[src/rtl/demux_pkg.sv]
// Shared types and constants for the serial feeder of the 1-to-4 gate-level demux.
package demux_pkg;

    localparam int CHAN_W = 2;
    localparam int WCNT_W = 16;

    localparam logic [CHAN_W-1:0] CH_Z0 = 2'b00;
    localparam logic [CHAN_W-1:0] CH_Z1 = 2'b01;
    localparam logic [CHAN_W-1:0] CH_Z2 = 2'b10;
    localparam logic [CHAN_W-1:0] CH_Z3 = 2'b11;

    typedef enum logic [1:0] {
        IDLE  = 2'd0,
        SHIFT = 2'd1,
        GAP   = 2'd2
    } state_t;

endpackage

[src/rtl/demux_piso_shreg.sv]
// Parallel-load shift register with bit index counter; exposes the bit that follows
// the one currently on the line, plus a flag marking the last bit of the word.
module demux_piso_shreg #(
    parameter int DATA_W    = 8,
    parameter int MSB_FIRST = 1
) (
    input  logic              clk,
    input  logic              rst_n,
    input  logic              i_load,
    input  logic [DATA_W-1:0] i_data,
    input  logic              i_adv,
    output logic              o_next,
    output logic              o_last
);

    localparam int IDX_W = (DATA_W > 1) ? $clog2(DATA_W) : 1;

    logic [DATA_W-1:0] r_shift;
    logic [IDX_W-1:0]  r_idx;

    always_ff @(posedge clk) begin
        if (!rst_n) begin
            r_shift <= '0;
            r_idx   <= '0;
        end else if (i_load) begin
            r_shift <= i_data;
            r_idx   <= '0;
        end else if (i_adv) begin
            r_shift <= (MSB_FIRST != 0) ? {r_shift[DATA_W-2:0], 1'b0}
                                        : {1'b0, r_shift[DATA_W-1:1]};
            r_idx   <= r_idx + 1'b1;
        end
    end

    // Bit 0 of the word is driven by the top at load time, so this looks one ahead.
    assign o_next = (MSB_FIRST != 0) ? r_shift[DATA_W-2] : r_shift[1];
    assign o_last = (r_idx == IDX_W'(DATA_W - 1));

endmodule

[src/rtl/demux_ser_driver.sv]
// Serialises a parallel word onto the demux data line with stable select lines,
// followed by an optional idle gap and a completion pulse.
module demux_ser_driver
    import demux_pkg::*;
#(
    parameter int DATA_W    = 8,
    parameter int MSB_FIRST = 1,
    parameter int GAP_CYC   = 1
) (
    input  logic              clk,
    input  logic              rst_n,
    input  logic              in_valid,
    output logic              in_ready,
    input  logic [DATA_W-1:0] in_data,
    input  logic [CHAN_W-1:0] in_chan,
    output logic              sel_a,
    output logic              sel_b,
    output logic              d,
    output logic              busy,
    output logic              done,
    output logic [WCNT_W-1:0] word_cnt
);

    localparam logic [3:0] GAP_LOAD = (GAP_CYC > 0) ? 4'(GAP_CYC - 1) : 4'd0;

    state_t            r_state;
    logic              r_ready;
    logic              r_sel_a;
    logic              r_sel_b;
    logic              r_d;
    logic              r_busy;
    logic              r_done;
    logic [WCNT_W-1:0] r_wcnt;
    logic [3:0]        r_gap;

    logic w_accept;
    logic w_first;
    logic w_next;
    logic w_last;
    logic w_adv;

    assign w_accept = in_valid & r_ready;
    assign w_first  = (MSB_FIRST != 0) ? in_data[DATA_W-1] : in_data[0];
    assign w_adv    = (r_state == SHIFT) & ~w_last;

    demux_piso_shreg #(
        .DATA_W    (DATA_W),
        .MSB_FIRST (MSB_FIRST)
    ) u_shreg (
        .clk    (clk),
        .rst_n  (rst_n),
        .i_load (w_accept),
        .i_data (in_data),
        .i_adv  (w_adv),
        .o_next (w_next),
        .o_last (w_last)
    );

    always_ff @(posedge clk) begin
        if (!rst_n) begin
            r_state <= IDLE;
            r_ready <= 1'b0;
            r_sel_a <= 1'b0;
            r_sel_b <= 1'b0;
            r_d     <= 1'b0;
            r_busy  <= 1'b0;
            r_done  <= 1'b0;
            r_wcnt  <= '0;
            r_gap   <= '0;
        end else begin
            r_done <= 1'b0;
            case (r_state)
                IDLE: begin
                    r_d     <= 1'b0;
                    r_ready <= 1'b1;
                    if (w_accept) begin
                        r_sel_a <= in_chan[1];
                        r_sel_b <= in_chan[0];
                        r_d     <= w_first;
                        r_state <= SHIFT;
                        r_busy  <= 1'b1;
                        r_ready <= 1'b0;
                    end
                end
                SHIFT: begin
                    if (w_last) begin
                        r_d    <= 1'b0;
                        r_done <= 1'b1;
                        r_wcnt <= r_wcnt + 1'b1;
                        if (GAP_CYC > 0) begin
                            r_state <= GAP;
                            r_gap   <= GAP_LOAD;
                        end else begin
                            r_state <= IDLE;
                            r_busy  <= 1'b0;
                            r_ready <= 1'b1;
                        end
                    end else begin
                        r_d <= w_next;
                    end
                end
                GAP: begin
                    // The done cycle is the first gap cycle, hence the load of GAP_CYC-1.
                    if (r_gap == 4'd0) begin
                        r_state <= IDLE;
                        r_busy  <= 1'b0;
                        r_ready <= 1'b1;
                    end else begin
                        r_gap <= r_gap - 1'b1;
                    end
                end
                default: begin
                    r_state <= IDLE;
                    r_busy  <= 1'b0;
                    r_d     <= 1'b0;
                end
            endcase
        end
    end

    assign in_ready = r_ready;
    assign sel_a    = r_sel_a;
    assign sel_b    = r_sel_b;
    assign d        = r_d;
    assign busy     = r_busy;
    assign done     = r_done;
    assign word_cnt = r_wcnt;

endmodule

[config.mk]
export PLATFORM = sky130hd
export DESIGN_NAME = demux_ser_driver
export DESIGN_NICKNAME = d
export VERILOG_FILES = /design/src/rtl/demux_pkg.sv /design/src/rtl/demux_piso_shreg.sv /design/src/rtl/demux_ser_driver.sv
export SDC_FILE = /design/constraint.sdc
export NUM_CORES = 1
export LEC_CHECK = 0
export CAP_MARGIN = 25
export CORE_UTILIZATION = 50
export DETAILED_ROUTE_END_ITERATION = 6
export HOLD_SLACK_MARGIN = 0.06
export PLACE_DENSITY_LB_ADDON = 0.25
export SLEW_MARGIN = 5
export SYNTH_ARGS = -nofsm -noshare
export SYNTH_HDL_FRONTEND = slang
export SYNTH_HIERARCHICAL = 1
export SYNTH_SLANG_ARGS = --single-unit
[constraint.sdc]
create_clock -name clk -period 2.44 [get_ports clk]
set_input_delay 0.244 -clock clk [delete_from_list [all_inputs] [get_ports clk]]
set_output_delay 0.244 -clock clk [all_outputs]
set_load 0.05 [all_outputs]
Word-level counts from Yosys, hierarchy flattened

Cells that the tools add are included.
W data, S select, Z words.

Register bits after elaboration: 38
Bits of input ports: 13
Logic and storage cells: 58

Reduce and logical (&&, ||, !) cells: 13
Bitwise operators: 5
Equality and inequality tests: 7
$add $sub $neg: 3
Multiplexer cells: 19

Operator list:

| operator                | number |
|---|---|
| $add A16 B1 Y16 const B | 1 |
| $mux W7                 | 2 |
| $reduce_and A3 Y1       | 3 |
| $mux W4                 | 2 |
| $pmux W4 S2             | 1 |
| $reduce_and A2 Y1       | 4 |
| $mux W1                 | 7 |
| $mux W2                 | 3 |
| $ne A2 B2 Y1 const B    | 3 |
| $pmux W1 S3             | 2 |
| $pmux W2 S3             | 1 |
| $reduce_bool A2 Y1      | 3 |
| $logic_not A4 Y1        | 1 |
| $sub A4 B1 Y4 const B   | 1 |
| $add A3 B1 Y3 const B   | 1 |
| $eq A3 B3 Y1 const B    | 1 |
| $not A1 Y1              | 3 |
| $and A1 B1 Y1           | 2 |
| $eq A2 B1 Y1 const B    | 1 |
| $eq A2 B2 Y1 const B    | 1 |
| $logic_not A2 Y1        | 1 |
| $ne A2 B1 Y1 const B    | 1 |
| $pmux W1 S2             | 1 |
| $reduce_or A2 Y1        | 1 |

Depth between registers and ports, before layout

Depth in word-level cells: 5
Gate-level depth with buffers: 7
Depth with buffers taken out: 6

Modules after synthesis

The synthesis kept the hierarchy.

Modules (own cells, without submodules):

| module           | cells each | seq. area each (µm²) | area each (µm²) | times used |
|---|---|---|---|---|
| demux_ser_driver | 145        | 560.5                | 1280.0          | 1 |
| demux_piso_shreg | 42         | 200.2                | 473.0           | 1 |

Least setup slack after synthesis

No wires, ideal clock.

Path type: register to register
Start: register r_wcnt[3] (netlist: word_cnt[3])
End: register r_wcnt[15] (netlist: word_cnt[15])
Arrival time: 1.824 ns
Path buffers: 0
Data required time: 2.369 ns
Setup slack: 0.546 ns
Library setup time: 0.071 ns
Stages on the path, launching flop included: 5
Cell sequence: dfxtp_1 > and4_1 > nand4_4 > or4_1 > a21oi_1

Word-level cells in the longest chain between the ends: 1

Ends and longest elaborated chain:

| what                   | RTL line               | text |
|---|---|---|
| start, declared        | demux_ser_driver.sv:33 | `logic [WCNT_W-1:0] r_wcnt;` |
| start signal, assigned | demux_ser_driver.sv:89 | `r_wcnt <= r_wcnt + 1'b1;` |
| $add A16 B1 Y16        | demux_ser_driver.sv:89 |  |

Every way passes these cells.
A chain may end at the register's enable or synchronous reset.

Worst setup path after layout

Start: register u_shreg.r_idx[0]
End: register r_wcnt[15] (netlist: word_cnt[15])

Word-level cells in the longest chain between the ends: 2

Ends and longest elaborated chain:

| what                               | RTL line               | text |
|---|---|---|
| start, declared                    | demux_piso_shreg.sv:19 | `logic [IDX_W-1:0] r_idx;` |
| start signal, assigned             | demux_piso_shreg.sv:31 | `r_idx <= r_idx + 1'b1;` |
| $eq A3 B3 Y1                       | demux_piso_shreg.sv:37 | `assign o_last = (r_idx == IDX_W'(DATA_W - 1));` |
| named net w_last                   | demux_ser_driver.sv:39 | `logic w_last;` |
| $reduce_and A2 Y1 (no source line) | -                      |  |

The timed path passes the listed nets, and every way through them passes these cells.

==> impl_metrics.json <==
{
  "clk_latency_ns": 0.34,
  "worstPathMaxFanout": 7,
  "r2r-end": "word_cnt[15]$_SDFFE_PN0P_",
  "min_period_ns": 2.09,
  "post_cts.repair.setup_buffers": 0,
  "arrival_ns": 2.37,
  "drt_iter0_markers": 81,
  "cp-startpoint": "u_shreg/r_idx[0]$_SDFFE_PP0P_",
  "irDropWorstVdd_v": 0.000274,
  "antenna_found_initial": 0,
  "diodes": 0,
  "routed_via_density": 5.49,
  "synth_nets": 205,
  "die_w_um": 61.2,
  "dp_hpwl_um": 2660,
  "die_height_um": 61.2,
  "report.final.slew_viol_count": 0,
  "ys.flop_type": "dfxtp_1",
  "numCtsBuffers": 5,
  "fin_crit_sh": 0.858,
  "hp-class": "in2reg",
  "maxSlewHeadroom": 0.589,
  "cts_resized": 0,
  "nNetsFinal": 241,
  "rrSetupSlack_ns": 0.35,
  "n_fill_cell": 307,
  "wl_um": 3560,
  "clock_skew_ns": 0.00875,
  "r2r_cells": 6,
  "postPlaceCellArea_um2": 2120,
  "cts_sinks": 38,
  "power.density_nw_per_um2": 495,
  "crit_end": "word_cnt[15]$_SDFFE_PN0P_",
  "io_buffers": 34,
  "cts_hold_buf": 0,
  "gp_congestion": 0.801,
  "ys_warn_count": 6,
  "maxCapViolations": 0,
  "end_kind": "flip-flop",
  "cts_buffer_depth": 2,
  "syn_area_per_cell_um2": 9.37,
  "rsz0062_at_grt": "false",
  "grt_pass1_wl_um": 5960,
  "antenna_left": 0,
  "synth-edff-count": 0,
  "yosys_register_bits": 38,
  "setup_violations": 0,
  "ioPinCount": 35,
  "yosysSeqAreaShare": 0.434,
  "tns_ns": 0,
  "start_util": 0.525,
  "clock-root-buffer": "clkbuf_4",
  "synth_area_um2": 1750,
  "core-area_um2": 3340,
  "worstSetupPathType": "reg2reg",
  "netlist_instances": 187,
  "htreeDepth": 2,
  "routedWlPerCell_um": 13.2,
  "worstReg2RegStart": "u_shreg/r_idx[0]$_SDFFE_PP0P_",
  "hold_violations": 0,
  "clkSlewWorstSetupHoldPaths_ns": 0.10,
  "row_count": 21,
  "tritoncts": "yes",
  "p_leak_nw": 0.873,
  "cp-start-kind": "flip-flop",
  "required_ns": 2.71,
  "tightest_slew_ns": 0.612,
  "synth.distinct_cells": 43,
  "areaGrowthSynthToFinish_pct": 23.4,
  "finish.instance_area_um2": 2160,
  "timing.fmax_mhz": 478,
  "synthArstFlopShare": 0,
  "grt-ovfl-total": 0,
  "grt_pass1_vias": 1406,
  "vias": 1478,
  "grt_start_max_net_pins": 16,
  "grt.total_usage": 0.218,
  "die_area_um2": 3750,
  "status": "complete, no violations",
  "drive_gt1_frac": 0.0897,
  "drtPass1Iterations": 4,
  "drc": 0
}
## registers in the layout, summed over array words and instances (netlist names)
signal,count
r_state,2
in_ready,1
d,1
word_cnt,16
r_gap,4
busy,1
done,1
u_shreg/r_shift,7
sel_a,1
u_shreg/r_idx,3
sel_b,1
## layer usage
| layer | vias to the layer above | track usage | wire [um] |
|---|---|---|---|
| met2 | 32 | 0.398 | 1870 |
| met5 | - | 0 | 0 |
| li1 | 729 | - | - |
| met3 | 5 | 0.0630 | 146 |
| met1 | 712 | 0.232 | 1500 |
| met4 | 0 | 0.0974 | 47 |
## layout make-up
cell class / instances / area [um2] / share of cell area
Multi-Input combinational cell: 134 / 911 / 0.421
Sequential cell: 38 / 761 / 0.352
Timing Repair Buffer: 37 / 363 / 0.168
Tap cell: 46 / 57.6 / 0.0266
Clock buffer: 7 / 45.0 / 0.0208
Inverter: 7 / 26.3 / 0.0121
## critical path, stage by stage, from the launching register on
cell and delay (ns):
dfxtp_1 0.38, ha_1 0.16, ha_1 0.27, and4b_1 0.39
nand4_4 0.18, or4_1 0.50, a21oi_1 0.15
## cell usage after synthesis (all sizes together), types with 2 or more instances
cell type | number | area [um2]
or3b | 2 | 17.5
nand2 | 13 | 48.8
o21ai | 7 | 35.0
or4 | 3 | 22.5
nor3 | 4 | 20.0
dfxtp | 38 | 761
inv | 7 | 26.3
or3 | 6 | 38.8
nand4b | 2 | 17.5
o211a | 6 | 60.1
xor2 | 6 | 52.6
nand3 | 5 | 25.0
a21oi | 10 | 50.1
nand2b | 7 | 43.8
xnor2 | 5 | 43.8
mux2 | 7 | 78.8
nor2 | 22 | 82.6
ha | 5 | 62.6
and4 | 2 | 17.5
mux2i | 4 | 40.0
nand4 | 3 | 33.8
buf | 7 | 51.3
nand3b | 2 | 15.0
## report_power, final
part | total [W] | internal [W] | switching, W
clock | 0.000300 | 0.000109 | 0.000191
sequential | 0.000650 | 0.000637 | 0.0000124
combinational | 0.000121 | 0.0000608 | 0.0000601
total | 0.00107 | 0.000807 | 0.000263
## worst min path at each step
| stage | to | depth (start not counted) | from | slack, ns |
|---|---|---|---|---|
| global placement | r_gap[1]$_SDFFE_PN0P_ | 2 | r_gap[1]$_SDFFE_PN0P_ | 0.46 |
| detailed placement | r_gap[1]$_SDFFE_PN0P_ | 2 | r_gap[1]$_SDFFE_PN0P_ | 0.47 |
| floorplan | busy$_SDFFE_PN0P_ | 1 | rst_n | 0.37 |
| finish | u_shreg/r_shift[0]$_SDFFE_PN0P_ | 3 | in_data[0] | 0.47 |
| global route | u_shreg/r_shift[0]$_SDFFE_PN0P_ | 3 | in_data[0] | 0.45 |
| CTS | u_shreg/r_shift[0]$_SDFFE_PN0P_ | 3 | in_data[0] | 0.45 |
## through the flow
step / std cells / setup slack, ns / utilization / hold slack [ns] / power (W)
global route: 269 / 0.233 / 0.648 / 0.449 / 0.00112
floorplan: 187 / 0.546 / - / 0.366 / 0.000740
finish: 269 / 0.347 / 0.648 / 0.467 / 0.00107
CTS: 269 / 0.351 / 0.648 / 0.452 / 0.00108
global placement: 262 / 0.517 / 0.635 / 0.464 / 0.000779
detailed placement: 262 / 0.386 / 0.635 / 0.467 / 0.000785
## placed cells by master, fill, tap and decap left out, types with 6 or more instances in the layout
| cell | Yosys | routed |
|---|---|---|
| mux2_2 | 7 | 7 |
| xor2_1 | 6 | 6 |
| inv_1 | 7 | 7 |
| dfxtp_1 | 38 | 38 |
| a21oi_1 | 10 | 10 |
| nand2_1 | 13 | 13 |
| clkdlybuf4s50_1 | 0 | 34 |
| nor2_1 | 22 | 22 |
| nand2b_1 | 7 | 7 |
| o21ai_0 | 7 | 7 |
| o211a_1 | 6 | 6 |
## cells by family after synthesis
kind of cell	synth area share
buffers and inverters	0.0464
muxes	0.0678
AOI/OAI and AO/OA	0.109
and+or+nand+nor	0.252
adders and majority gates	0.0357
xor gates and xnor gates	0.0550
DFF	0.434
(Power assumes the default switching activity.)
